===== src/rtl/alu_result_sel_if.sv =====
// ---------------------------------------------------------------------------
// alu_result_sel_if
// Handshake bundle for alu_result_sel_pipe.
//   in_valid / in_ready : input handshake (producer -> pipe)
//   in_data             : NUM_IN packed candidates, candidate k at [k*WIDTH +: WIDTH]
//   in_sel              : operation select, looked up in the pipe's map table
//   out_valid/out_ready : output handshake (pipe -> consumer)
//   out_data            : selected candidate (zero when unmapped)
//   out_unmapped        : select had no valid map entry
// Modports: slave = the pipe itself, master = the side driving it.
// ---------------------------------------------------------------------------
interface alu_result_sel_if #(
    parameter int WIDTH  = 32,
    parameter int NUM_IN = 8,
    parameter int SEL_W  = 4
) ();
    logic                    in_valid;
    logic                    in_ready;
    logic [NUM_IN*WIDTH-1:0] in_data;
    logic [SEL_W-1:0]        in_sel;
    logic                    out_valid;
    logic                    out_ready;
    logic [WIDTH-1:0]        out_data;
    logic                    out_unmapped;

    modport slave (
        input  in_valid, in_data, in_sel, out_ready,
        output in_ready, out_valid, out_data, out_unmapped
    );

    modport master (
        output in_valid, in_data, in_sel, out_ready,
        input  in_ready, out_valid, out_data, out_unmapped
    );
endinterface


===== src/rtl/alu_result_sel_pipe.sv =====
// ---------------------------------------------------------------------------
// alu_result_sel_pipe
// Picks one of NUM_IN candidate ALU results through a programmable map table
// indexed by the operation select, and registers it behind a valid/ready
// output. Latency is one cycle from acceptance to out_valid.
//
// Ports
//   clk        : rising-edge clock
//   rst_n      : asynchronous active-low reset
//   bus        : alu_result_sel_if.slave (input/output handshakes and data)
//   cfg_we     : map table write strobe
//   cfg_addr   : map entry to write (select value)
//   cfg_idx    : candidate index stored in the entry
//   cfg_vld    : entry valid bit
//
// Build option
//   ALU_RESULT_SEL_SKID_EN : when defined, a two-entry skid buffer is used and
//   in_ready comes straight from a flop (no out_ready -> in_ready path).
//   When undefined, a single output register with
//   in_ready = ~out_valid | out_ready.
//
// LEGACY_MAP=1 is only meaningful with SEL_W=4 and NUM_IN=8.
// ---------------------------------------------------------------------------
module alu_result_sel_pipe #(
    parameter int WIDTH      = 32,
    parameter int NUM_IN     = 8,
    parameter int SEL_W      = 4,
    parameter bit LEGACY_MAP = 1'b1
) (
    input  logic                      clk,
    input  logic                      rst_n,
    alu_result_sel_if.slave           bus,
    input  logic                      cfg_we,
    input  logic [SEL_W-1:0]          cfg_addr,
    input  logic [$clog2(NUM_IN)-1:0] cfg_idx,
    input  logic                      cfg_vld
);
    localparam int IDX_W = $clog2(NUM_IN);
    localparam int DEPTH = 1 << SEL_W;

    typedef struct packed {
        logic             vld;
        logic [IDX_W-1:0] idx;
    } map_entry_t;

    // Reset contents of map entry i.
    function automatic map_entry_t map_reset_entry(input int i);
        map_entry_t e;
        e = '0;
        if (LEGACY_MAP) begin
            e.vld = 1'b1;
            case (i)
                0:       e.idx = IDX_W'(0);
                1:       e.idx = IDX_W'(1);
                2:       e.idx = IDX_W'(2);
                3:       e.idx = IDX_W'(3);
                4:       e.idx = IDX_W'(4);
                5:       e.idx = IDX_W'(1);
                6:       e.idx = IDX_W'(5);
                7:       e.idx = IDX_W'(6);
                8:       e.idx = IDX_W'(0);
                10:      e.idx = IDX_W'(7);
                13:      e.idx = IDX_W'(1);
                default: e.vld = 1'b0;
            endcase
        end else if (i < NUM_IN) begin
            e.vld = 1'b1;
            e.idx = IDX_W'(i);
        end
        return e;
    endfunction

    map_entry_t map_q [DEPTH];

    // A write lands at the clock edge, so an input accepted in the same cycle
    // still reads the old entry.
    always_ff @(posedge clk or negedge rst_n) begin
        if (!rst_n) begin
            for (int i = 0; i < DEPTH; i++) begin
                map_q[i] <= map_reset_entry(i);
            end
        end else if (cfg_we) begin
            map_q[cfg_addr] <= {cfg_vld, cfg_idx};
        end
    end

    // in_ready stays low through reset and rises on the first edge after.
    logic alive_q;
    always_ff @(posedge clk or negedge rst_n) begin
        if (!rst_n) alive_q <= 1'b0;
        else        alive_q <= 1'b1;
    end

    // ---- stage p0: combinational lookup and candidate select ----
    map_entry_t       ent_p0;
    logic             hit_p0;
    logic             unmapped_p0;
    logic [WIDTH-1:0] sel_data_p0;
    logic             in_acc_p0;
    logic             out_free_p1;

    // An index >= NUM_IN never matches any k, so it falls out as unmapped.
    always_comb begin
        ent_p0      = map_q[bus.in_sel];
        hit_p0      = 1'b0;
        sel_data_p0 = '0;
        for (int k = 0; k < NUM_IN; k++) begin
            if (ent_p0.vld && (ent_p0.idx == IDX_W'(k))) begin
                hit_p0      = 1'b1;
                sel_data_p0 = bus.in_data[k*WIDTH +: WIDTH];
            end
        end
        unmapped_p0 = ~hit_p0;
    end

    assign in_acc_p0 = bus.in_valid & bus.in_ready;

    // ---- stage p1: output register (plus optional skid entry) ----
    logic             vld_p1;
    logic [WIDTH-1:0] data_p1;
    logic             unm_p1;

    assign out_free_p1 = ~vld_p1 | bus.out_ready;

`ifdef ALU_RESULT_SEL_SKID_EN
    logic             skid_vld_q;
    logic [WIDTH-1:0] skid_data_q;
    logic             skid_unm_q;

    // Ready only depends on flops: the skid slot absorbs the one result that
    // may arrive in the cycle the consumer stalls.
    assign bus.in_ready = alive_q & ~skid_vld_q;

    always_ff @(posedge clk or negedge rst_n) begin
        if (!rst_n) begin
            vld_p1     <= 1'b0;
            data_p1    <= '0;
            unm_p1     <= 1'b0;
            skid_vld_q <= 1'b0;
        end else if (out_free_p1) begin
            if (skid_vld_q) begin
                // Skid is full means in_ready was low: no new input this cycle.
                vld_p1     <= 1'b1;
                data_p1    <= skid_data_q;
                unm_p1     <= skid_unm_q;
                skid_vld_q <= 1'b0;
            end else begin
                vld_p1 <= in_acc_p0;
                if (in_acc_p0) begin
                    data_p1 <= sel_data_p0;
                    unm_p1  <= unmapped_p0;
                end
            end
        end else if (in_acc_p0) begin
            skid_vld_q <= 1'b1;
        end
    end

    always_ff @(posedge clk) begin
        if (in_acc_p0 && !out_free_p1) begin
            skid_data_q <= sel_data_p0;
            skid_unm_q  <= unmapped_p0;
        end
    end
`else
    assign bus.in_ready = alive_q & out_free_p1;

    always_ff @(posedge clk or negedge rst_n) begin
        if (!rst_n) begin
            vld_p1  <= 1'b0;
            data_p1 <= '0;
            unm_p1  <= 1'b0;
        end else if (out_free_p1) begin
            vld_p1 <= in_acc_p0;
            if (in_acc_p0) begin
                data_p1 <= sel_data_p0;
                unm_p1  <= unmapped_p0;
            end
        end
    end
`endif

    assign bus.out_valid    = vld_p1;
    assign bus.out_data     = data_p1;
    assign bus.out_unmapped = unm_p1;
endmodule

===== src/flat_wrapper.sv =====
// flat-port wrapper written by rule: the top's interface ports become plain ports
module alu_result_sel_pipe_flat 
#(
    parameter int WIDTH      = 32,
    parameter int NUM_IN     = 8,
    parameter int SEL_W      = 4,
    parameter bit LEGACY_MAP = 1'b1
)
  (clk, rst_n, cfg_we, cfg_addr, cfg_idx, cfg_vld, bus_in_valid, bus_in_data, bus_in_sel, bus_out_ready, bus_in_ready, bus_out_valid, bus_out_data, bus_out_unmapped);
  alu_result_sel_if #(.WIDTH(WIDTH), .NUM_IN(NUM_IN), .SEL_W(SEL_W)) bus_i ();
  input  logic clk;
  input  logic rst_n;
  input  logic cfg_we;
  input  logic [SEL_W-1:0] cfg_addr;
  input  logic [$clog2(NUM_IN)-1:0] cfg_idx;
  input  logic cfg_vld;
  input wire logic [$bits(bus_i.in_valid)-1:0] bus_in_valid;
  input wire logic [$bits(bus_i.in_data)-1:0] bus_in_data;
  input wire logic [$bits(bus_i.in_sel)-1:0] bus_in_sel;
  input wire logic [$bits(bus_i.out_ready)-1:0] bus_out_ready;
  output wire logic [$bits(bus_i.in_ready)-1:0] bus_in_ready;
  output wire logic [$bits(bus_i.out_valid)-1:0] bus_out_valid;
  output wire logic [$bits(bus_i.out_data)-1:0] bus_out_data;
  output wire logic [$bits(bus_i.out_unmapped)-1:0] bus_out_unmapped;
  assign bus_i.in_valid = bus_in_valid;
  assign bus_i.in_data = bus_in_data;
  assign bus_i.in_sel = bus_in_sel;
  assign bus_i.out_ready = bus_out_ready;
  assign bus_in_ready = bus_i.in_ready;
  assign bus_out_valid = bus_i.out_valid;
  assign bus_out_data = bus_i.out_data;
  assign bus_out_unmapped = bus_i.out_unmapped;
  alu_result_sel_pipe #(.WIDTH(WIDTH), .NUM_IN(NUM_IN), .SEL_W(SEL_W), .LEGACY_MAP(LEGACY_MAP)) u_core (.clk(clk), .rst_n(rst_n), .bus(bus_i), .cfg_we(cfg_we), .cfg_addr(cfg_addr), .cfg_idx(cfg_idx), .cfg_vld(cfg_vld));
endmodule

===== config.mk =====
export PLATFORM = sky130hd
export DESIGN_NAME = alu_result_sel_pipe_flat
export DESIGN_NICKNAME = d
export VERILOG_FILES = /design/src/rtl/alu_result_sel_if.sv /design/src/rtl/alu_result_sel_pipe.sv /design/src/flat_wrapper.sv
export SDC_FILE = /design/constraint.sdc
export NUM_CORES = 1
export LEC_CHECK = 0
export ABC_AREA = 1
export CAP_MARGIN = 20
export CORE_MARGIN = 2
export CORE_UTILIZATION = 30
export DETAILED_ROUTE_END_ITERATION = 8
export GPL_TIMING_DRIVEN = 0
export PLACE_DENSITY_LB_ADDON = 0.08
export SKIP_CTS_REPAIR_TIMING = 1
export SLEW_MARGIN = 25
export SYNTH_ARGS = -nofsm -noshare
export SYNTH_HDL_FRONTEND = slang
export SYNTH_SLANG_ARGS = --single-unit

===== constraint.sdc =====
create_clock -name clk -period 3.62 [get_ports clk]
set_clock_uncertainty 0.15 [all_clocks]
set_input_delay 0.724 -clock clk [delete_from_list [all_inputs] [get_ports clk]]
set_output_delay 0.724 -clock clk [all_outputs]
set_load 0.005 [all_outputs]

==> impl_metrics.json, run 1 <==
{
  "cp_num_buf_inv": 5,
  "p_clk_frac": 0.255,
  "swShare": 0.309,
  "setup_viol": 0,
  "worst_pin_slew_ps": 920,
  "clock_latency_ps": 350,
  "n_antenna_cell": 0,
  "cp.arrival_ps": 3510,
  "placementRows": 54,
  "critical_path_class": "input port to flop",
  "hold_class": "input port to asynchronous set/reset pin",
  "totalWireLength_um": 28100,
  "antenna_found_initial": 0,
  "antenna_left": 0,
  "drive_gt1_frac": 0.0670,
  "ios": 308,
  "ys_top_cells_by_area": "dfrtp_1, nand2_1, dfstp_2",
  "port_buffers": 306,
  "worst_slack_ps": 250,
  "cp_cell_sequence": "clkdlybuf4s50_1 -> buf_2 -> buf_6 -> nor2_1 -> nor2_1 -> o21ai_1 -> nand3_1 -> nand3_1 -> nand2_1 -> nand2_2 -> nor2_1 -> buf_2 -> nand2_1 -> nand3_1 -> inv_1 -> nand2_1 -> nand2_1 -> nand2_1",
  "drt_iter0_markers": 593,
  "syn_nets": 1339,
  "first_pass_iters": 5,
  "cp_top_family": "buffers and inverters",
  "cp-start-kind": "input port",
  "layout_commonest_cell": "nand2_1",
  "gr-usage-all-layers": 0.238,
  "p_leak_nw": 4.90,
  "first_global_vias": 7567,
  "p_sw_mw": 1.16,
  "clockBufferDepth": 2,
  "grt_max_degree": 69,
  "yosys.area.top_type": "dfrtp_1",
  "ys_seq_area_frac": 0.380,
  "slowest_stage": "clkdlybuf4s50_1",
  "combPwrFrac": 0.344,
  "yosys_warnings": 0,
  "layout.nets": 1657,
  "cts-buffers-inserted": 9,
  "numClockSinks": 99,
  "hold_violations": 0,
  "max_slew_margin": 0.382,
  "ir_worst_vdd_uv": 236,
  "fmax_ghz": 0.297,
  "synth.top_cell.area_share": 0.281,
  "period_needed_ps": 3370,
  "layout_common_cells": "nand2_1, clkdlybuf4s50_1, nor2_1",
  "htree_levels": 3,
  "dp_hpwl_um": 22200,
  "die_h_um": 152,
  "area_delta_synth_final_pct": 56.7,
  "start_util": 0.304,
  "power.share.sequential": 0.401,
  "total_power_mw": 3.76,
  "required_ps": 3760,
  "gp_congestion": 0.906,
  "critPathMaxStageDelay_ps": 560,
  "crit_top_cell": "nand2_1",
  "outcome": "finished, final reports clean",
  "cts_root_buf": "clkbuf_16",
  "worstSetupEndpointType": "flop",
  "syn_avg_cell_area_sq_um": 6.19,
  "grt_pass1_wl_um": 43200,
  "cts.clk_slew.worst_paths_ps": 70,
  "power_density_nw_per_um2": 364,
  "cp_max_fo": 10,
  "dieArea_sq_um": 23200,
  "synth-seq-cells": 99,
  "cap_violations": 0,
  "viasPerCell": 4.65,
  "synthCells": 1066,
  "wl_per_cell_um": 16.8,
  "rsz0062_at_grt": "no",
  "grt_overflow": 0,
  "internal-power_mw": 2.60,
  "dr_total_vias": 7760,
  "synth_cell_types": 26,
  "min_period_over_period": 0.931,
  "syn-cell-area_sq_um": 6590,
  "final_util": 0.476,
  "cts_tree": "built",
  "drc_errors": 0,
  "final_max_slew_viol_count": 0,
  "place_ws_ps": -172,
  "dieWidth_um": 152,
  "core_area_sq_um": 21700
}
-- final cells by class --
type | count | area [sq um]
Buffer | 47 | 246
Multi-Input combinational cell | 833 | 3520
Sequential cell | 99 | 2510
Clock inverter | 5 | 55.1
Tap cell | 280 | 350
Clock buffer | 10 | 229
Timing Repair Buffer | 307 | 3090
Inverter | 87 | 327
Fill cell | 2349 | 11400
-- kinds of logic after synthesis --
| kind of cell | share of synthesized area |
|---|---|
| other | 0.000569 |
| AND/OR/NAND/NOR | 0.475 |
| AO/OA/AOI/OAI | 0.0581 |
| buffers and inverters | 0.0856 |
| flip-flops | 0.380 |
-- through the flow --
| step | TNS (ps) | cells | cell area [sq um] | hold slack, ps |
|---|---|---|---|---|
| 2_1_floorplan | 0 | 1066 | 6590 | 278 |
| 3_3_place_gp | -201490 | 1652 | 10000 | 309 |
| 3_5_place_dp | -2350 | 1653 | 10000 | 314 |
| 4_1_cts | 0 | 1668 | 10300 | 115 |
| 5_1_grt | 0 | 1668 | 10300 | 124 |
| 6_report | 0 | 1668 | 10300 | 103 |
-- layer usage --
layer / up-vias / GRT usage / wire length [um]
li1: 3940 / - / -
met1: 3547 / 0.307 / 12400
met2: 244 / 0.406 / 13400
met3: 29 / 0.0486 / 1750
met4: 0 / 0.0676 / 587
met5: - / 0 / 0
-- sequential cells by signal, indices dropped and copies added (netlist names) --
| signal | cells |
|---|---|
| u_core.alive_q | 1 |
| u_core.bus.out_data | 32 |
| u_core.map_q | 64 |
| u_core.bus.out_valid | 1 |
| u_core.bus.out_unmapped | 1 |
-- cell usage after synthesis, drive strengths merged --
master	instances
a21boi	1
or2	8
nor2	158
nand3b	22
nor3	5
buf	33
nand2	450
inv	87
conb	1
dfstp	25
clkbuf	14
nand4	7
o21ai	75
dfrtp	74
nand3	106
-- power by group through the flow --
stage	registers, mW	logic (mW)	clock network [mW]
floorplan	1.51	0.568	0
global placement	1.52	1.29	0
detailed placement	1.52	1.30	0
CTS	1.51	1.30	0.977
global route	1.54	1.45	1.02
finish	1.51	1.29	0.960
-- worst paths after layout --
path                                         startpoint                 endpoint  slack (ps)  depth (start not counted)
worst max-delay path                      bus_in_sel[0]  u_core.bus.out_data[27]         250                         18
worst min register to register  u_core.bus.out_data[27]  u_core.bus.out_data[27]         330                          2
min in group clk                u_core.bus.out_data[27]  u_core.bus.out_data[27]         330                          2
max in group asynchronous                         rst_n         u_core.map_q[63]        2520                          2
worst max register to register         u_core.map_q[35]  u_core.bus.out_data[25]        1060                         16
worst min-delay path                              rst_n         u_core.map_q[29]         100                          1
(Power assumes the default switching activity.)
==> run 2: changes to the inputs <==
--- a/config.mk
+++ b/config.mk
@@ -8,7 +8,7 @@
 export ABC_AREA = 1
 export CAP_MARGIN = 20
 export CORE_MARGIN = 2
-export CORE_UTILIZATION = 30
+export CORE_UTILIZATION = 45
 export DETAILED_ROUTE_END_ITERATION = 8
 export GPL_TIMING_DRIVEN = 0
 export PLACE_DENSITY_LB_ADDON = 0.08
==> run 2 against run 1 <==
Compared with the run above: utilization increased by 23 points; critical path type unchanged; first-iteration DRC count decreased by 2.5%; die area fell by 33%; wire length fell by 6.3%; via count grew 3.4%; final cell count decreased by 5.6%; critical path depth rose by 1; largest power group unchanged.
==> impl_metrics.json, run 2 (same netlist as run 1, synthesis figures left out) <==
{
  "cp.arrival_ps": 3480,
  "place_ws_ps": -88.0,
  "required_ps": 3770,
  "numClockSinks": 99,
  "first_pass_iters": 5,
  "cts-buffers-inserted": 9,
  "core_area_sq_um": 14400,
  "cts.clk_slew.worst_paths_ps": 70,
  "layout.nets": 1657,
  "cp_cell_sequence": "clkdlybuf4s50_1 -> inv_2 -> buf_2 -> nand2_1 -> nand3_1 -> nand3_1 -> nand3_1 -> nand2_2 -> inv_2 -> nand2_1 -> nor2_1 -> buf_2 -> buf_6 -> nand2_1 -> nand4_1 -> nor2_1 -> nand2_1 -> nand2_1 -> nand2_1",
  "wl_per_cell_um": 16.7,
  "cp_max_fo": 10,
  "fin_area_sq_um": 10200,
  "critPathMaxStageDelay_ps": 520,
  "antenna_found_initial": 2,
  "hold_violations": 0,
  "drc_errors": 0,
  "gp_congestion": 0.957,
  "clockBufferDepth": 2,
  "outcome": "finished, final reports clean",
  "area_delta_synth_final_pct": 55.3,
  "cp_top_family": "buffers and inverters",
  "drive_gt1_frac": 0.0662,
  "clock_latency_ps": 360,
  "hold_class": "input port to asynchronous set/reset pin",
  "rsz0062_at_grt": "no",
  "start_util": 0.457,
  "drt_iter0_markers": 578,
  "internal-power_mw": 2.67,
  "hold_ws_ps": 109,
  "dieWidth_um": 125,
  "dpl.cell_count": 1557,
  "setup_viol": 0,
  "period_needed_ps": 3330,
  "layout_commonest_cell": "nand2_1",
  "swShare": 0.306,
  "fillerInstances": 1311,
  "cp_num_buf_inv": 6,
  "cts_root_buf": "clkbuf_16",
  "first_global_vias": 7524,
  "power.share.sequential": 0.393,
  "die_h_um": 125,
  "worst_slack_ps": 290,
  "dieArea_sq_um": 15600,
  "final_util": 0.710,
  "viasPerCell": 5.09,
  "p_leak_nw": 4.91,
  "cp-start-kind": "input port",
  "ir_worst_vdd_uv": 326,
  "worstSetupEndpointType": "flop",
  "final_cells": 1575,
  "min_period_over_period": 0.920,
  "fin_setup_tns_ps": 0,
  "combPwrFrac": 0.335,
  "final_max_slew_viol_count": 0,
  "crit_top_cell": "nand2_1",
  "port_buffers": 306,
  "total_power_mw": 3.85,
  "gr-usage-all-layers": 0.330,
  "grt_max_degree": 62,
  "multi_input_area_sq_um": 3520,
  "ios": 308,
  "p_clk_frac": 0.272,
  "slowest_stage": "clkdlybuf4s50_1",
  "seq_area_sq_um": 2510,
  "fmax_ghz": 0.300,
  "grt_overflow": 0,
  "antenna_left": 0,
  "totalWireLength_um": 26300,
  "power_density_nw_per_um2": 376,
  "dr_total_vias": 8020,
  "dp_hpwl_um": 20900,
  "regMostFlops": "u_core.map_q",
  "largest_register_ffs": 64,
  "placed_area_sq_um": 9920,
  "htree_levels": 3,
  "p_sw_mw": 1.18,
  "layout_common_cells": "nand2_1, clkdlybuf4s50_1, nor2_1",
  "placementRows": 44,
  "cts_tree": "built",
  "grt_pass1_wl_um": 40500,
  "worst_pin_slew_ps": 716,
  "critical_path_class": "input port to flop",
  "cap_violations": 0,
  "max_slew_margin": 0.519
}
==> run 2: changes by cell type in the layout (fill, tap and decap cells not counted) <==
cell / delta
nor2_2: -1
clkbuf_4: -1
buf_6: -1
diode_2: +2
clkinv_4: +1
clkbuf_2: -1
nor2_1: +1
bufinv_16: +1
clkbuf_1: +1
buf_4: +1
clkinvlp_4: +1
buf_2: +1
clkinv_2: -2
==> run 2: path summary, 6_finish.rpt <==
check                                 start                 endpoint  slack (ps)  cells after the start
min in group clk           u_core.map_q[29]         u_core.map_q[29]         330                      2
hold / removal                        rst_n         u_core.map_q[61]         110                      1
max in group asynchronous             rst_n         u_core.map_q[23]        2550                      2
hold reg to reg            u_core.map_q[29]         u_core.map_q[29]         330                      2
setup reg to reg           u_core.map_q[59]   u_core.bus.out_data[1]        1090                     15
setup / recovery              bus_in_sel[0]  u_core.bus.out_data[25]         290                     19
==> run 2: power by group through the flow <==
stage	clock network, mW	logic [mW]	registers (mW)
global placement	0	1.26	1.52
floorplan	0	0.568	1.51
detailed placement	0	1.29	1.52
CTS	1.05	1.29	1.51
finish	1.05	1.29	1.51
global route	1.09	1.43	1.54
==> run 2: layout make-up <==
| type | count | area share |
|---|---|---|
| repair buffers | 307 | 0.302 |
| well taps | 184 | 0.0225 |
| flip-flops and latches | 99 | 0.245 |
| clock buffers | 10 | 0.0224 |
| clock inverters | 6 | 0.00892 |
| inverters | 87 | 0.0319 |
| plain buffers | 47 | 0.0233 |
| multi-input cells | 833 | 0.344 |
| diodes | 2 | 0.000489 |
==> run 2: layer usage <==
layer / GRT usage / wire length, um / up-vias
met2: 0.565 / 12900 / 354
met3: 0.0877 / 2210 / 55
met5: 0 / 0 / -
li1: - / - / 3945
met4: 0.105 / 818 / 0
met1: 0.409 / 10400 / 3666
==> run 3: changes to the inputs <==
--- a/config.mk
+++ b/config.mk
@@ -9,6 +9,7 @@
 export CAP_MARGIN = 20
 export CORE_MARGIN = 2
 export CORE_UTILIZATION = 45
+export CTS_BUF_LIST = sky130_fd_sc_hd__clkbuf_8 sky130_fd_sc_hd__clkbuf_16
 export DETAILED_ROUTE_END_ITERATION = 8
 export GPL_TIMING_DRIVEN = 0
 export PLACE_DENSITY_LB_ADDON = 0.08
==> run 3 against run 2 <==
Compared with the run above: register-to-register slack is essentially flat; final cell count is the same; design area is the same; sequential power is essentially flat; critical path type unchanged; highest routed layer unchanged.
==> impl_metrics.json, run 3 (same netlist as run 1, synthesis figures left out) <==
{
  "fmax_ghz": 0.302,
  "required_ps": 3770,
  "dieWidth_um": 125,
  "viasPerCell": 5.08,
  "setup_viol": 0,
  "cts_root_buf": "clkbuf_16",
  "drive_gt1_frac": 0.0662,
  "hold_ws_ps": 109,
  "dr_total_vias": 8006,
  "drc_errors": 0,
  "clockBufferDepth": 2,
  "regMostFlops": "u_core.map_q",
  "largest_register_ffs": 64,
  "antenna_found_initial": 2,
  "totalWireLength_um": 26300,
  "cap_violations": 0,
  "area_delta_synth_final_pct": 55.3,
  "antenna_left": 0,
  "rsz0062_at_grt": "no",
  "hold_class": "input port to asynchronous set/reset pin",
  "layout.nets": 1657,
  "cp_top_family": "buffers and inverters",
  "cp.arrival_ps": 3450,
  "power_density_nw_per_um2": 376,
  "cp_num_buf_inv": 6,
  "slowest_stage": "clkdlybuf4s50_1",
  "gp_congestion": 0.957,
  "worstSetupEndpointType": "flop",
  "crit_top_cell": "nand2_1",
  "dieArea_sq_um": 15600,
  "cp_max_fo": 10,
  "ios": 308,
  "start_util": 0.457,
  "wl_per_cell_um": 16.7,
  "critPathMaxStageDelay_ps": 510,
  "cp-start-kind": "input port",
  "cts.clk_slew.worst_paths_ps": 70,
  "rrSetupSlack_ps": 1080,
  "port_buffers": 306,
  "layout_commonest_cell": "nand2_1",
  "grt_max_degree": 62,
  "placementRows": 44,
  "htree_levels": 3,
  "worst_pin_slew_ps": 699,
  "gr-usage-all-layers": 0.330,
  "grt_pass1_wl_um": 40500,
  "clock_latency_ps": 360,
  "dp_hpwl_um": 20900,
  "cts-buffers-inserted": 9,
  "total_power_mw": 3.85,
  "first_global_vias": 7524,
  "hold_violations": 0,
  "outcome": "finished, final reports clean",
  "p_leak_nw": 4.92,
  "fin_area_sq_um": 10200,
  "fillerInstances": 1311,
  "final_util": 0.710,
  "max_slew_margin": 0.531,
  "die_h_um": 125,
  "fin_setup_tns_ps": 0,
  "min_period_over_period": 0.913,
  "ir_worst_vdd_uv": 326,
  "first_pass_iters": 8,
  "cts_tree": "built",
  "placed_area_sq_um": 9920,
  "period_needed_ps": 3310,
  "layout_common_cells": "nand2_1, clkdlybuf4s50_1, nor2_1",
  "critical_path_class": "input port to flop",
  "final_max_slew_viol_count": 0,
  "drt_iter0_markers": 562,
  "core_area_sq_um": 14400,
  "grt_overflow": 0,
  "cp_cell_sequence": "clkdlybuf4s50_1 -> inv_2 -> buf_2 -> nand2_1 -> nand3_1 -> nand3_1 -> nand3_1 -> nand2_2 -> inv_2 -> nand2_1 -> nor2_1 -> buf_2 -> buf_6 -> nand2_1 -> nand4_1 -> nor2_1 -> nand2_1 -> nand2_1 -> nand2_1",
  "numClockSinks": 99
}
-- run 3: cell count changes in the layout (fill, tap and decap cells not counted) --
| cell | previous run | this run |
|---|---|---|
| clkbuf_1 | 14 | 13 |
| inv_1 | 82 | 83 |
-- run 3: worst paths after layout --
path / from / to / cells after the start
min in group clk: u_core.bus.out_data[4] / u_core.bus.out_data[4] / 2
worst max-delay path: bus_in_sel[0] / u_core.bus.out_data[25] / 19
worst min register to register: u_core.bus.out_data[4] / u_core.bus.out_data[4] / 2
max in group asynchronous: rst_n / u_core.map_q[23] / 2
worst max register to register: u_core.map_q[59] / u_core.bus.out_data[1] / 15
worst min-delay path: rst_n / u_core.map_q[61] / 1
-- run 3: per-stage QoR --
step	setup slack, ps	std cells
after CTS	270	1573
after floorplan	1070	1066
after global placement	-2060	1556
final	314	1575
after detailed placement	-88.0	1557
after global routing	77.1	1574
-- run 3: routing by layer --
layer / track usage / part of all wire
met5: 0 / 0
met4: 0.105 / 0.030
met3: 0.0877 / 0.080
met2: 0.565 / 0.49
met1: 0.409 / 0.40
-- run 3: layout make-up --
cell class                      instances  area, sq um  share of cell area
Tap cell                              184          230              0.0225
Timing Repair Buffer                  307         3090               0.302
Clock buffer                            9          225              0.0220
Sequential cell                        99         2510               0.245
Antenna cell                            2         5.00            0.000489
Multi-Input combinational cell        833         3520               0.344
Buffer                                 47          239              0.0233
Clock inverter                          7         95.1             0.00928
Inverter                               87          327              0.0319
-- run 3: power by group --
| part | switching, mW | internal, mW | total [mW] |
|---|---|---|---|
| Clock | 0.438 | 0.604 | 1.04 |
| Combinational | 0.615 | 0.676 | 1.29 |
| Sequential | 0.124 | 1.39 | 1.51 |
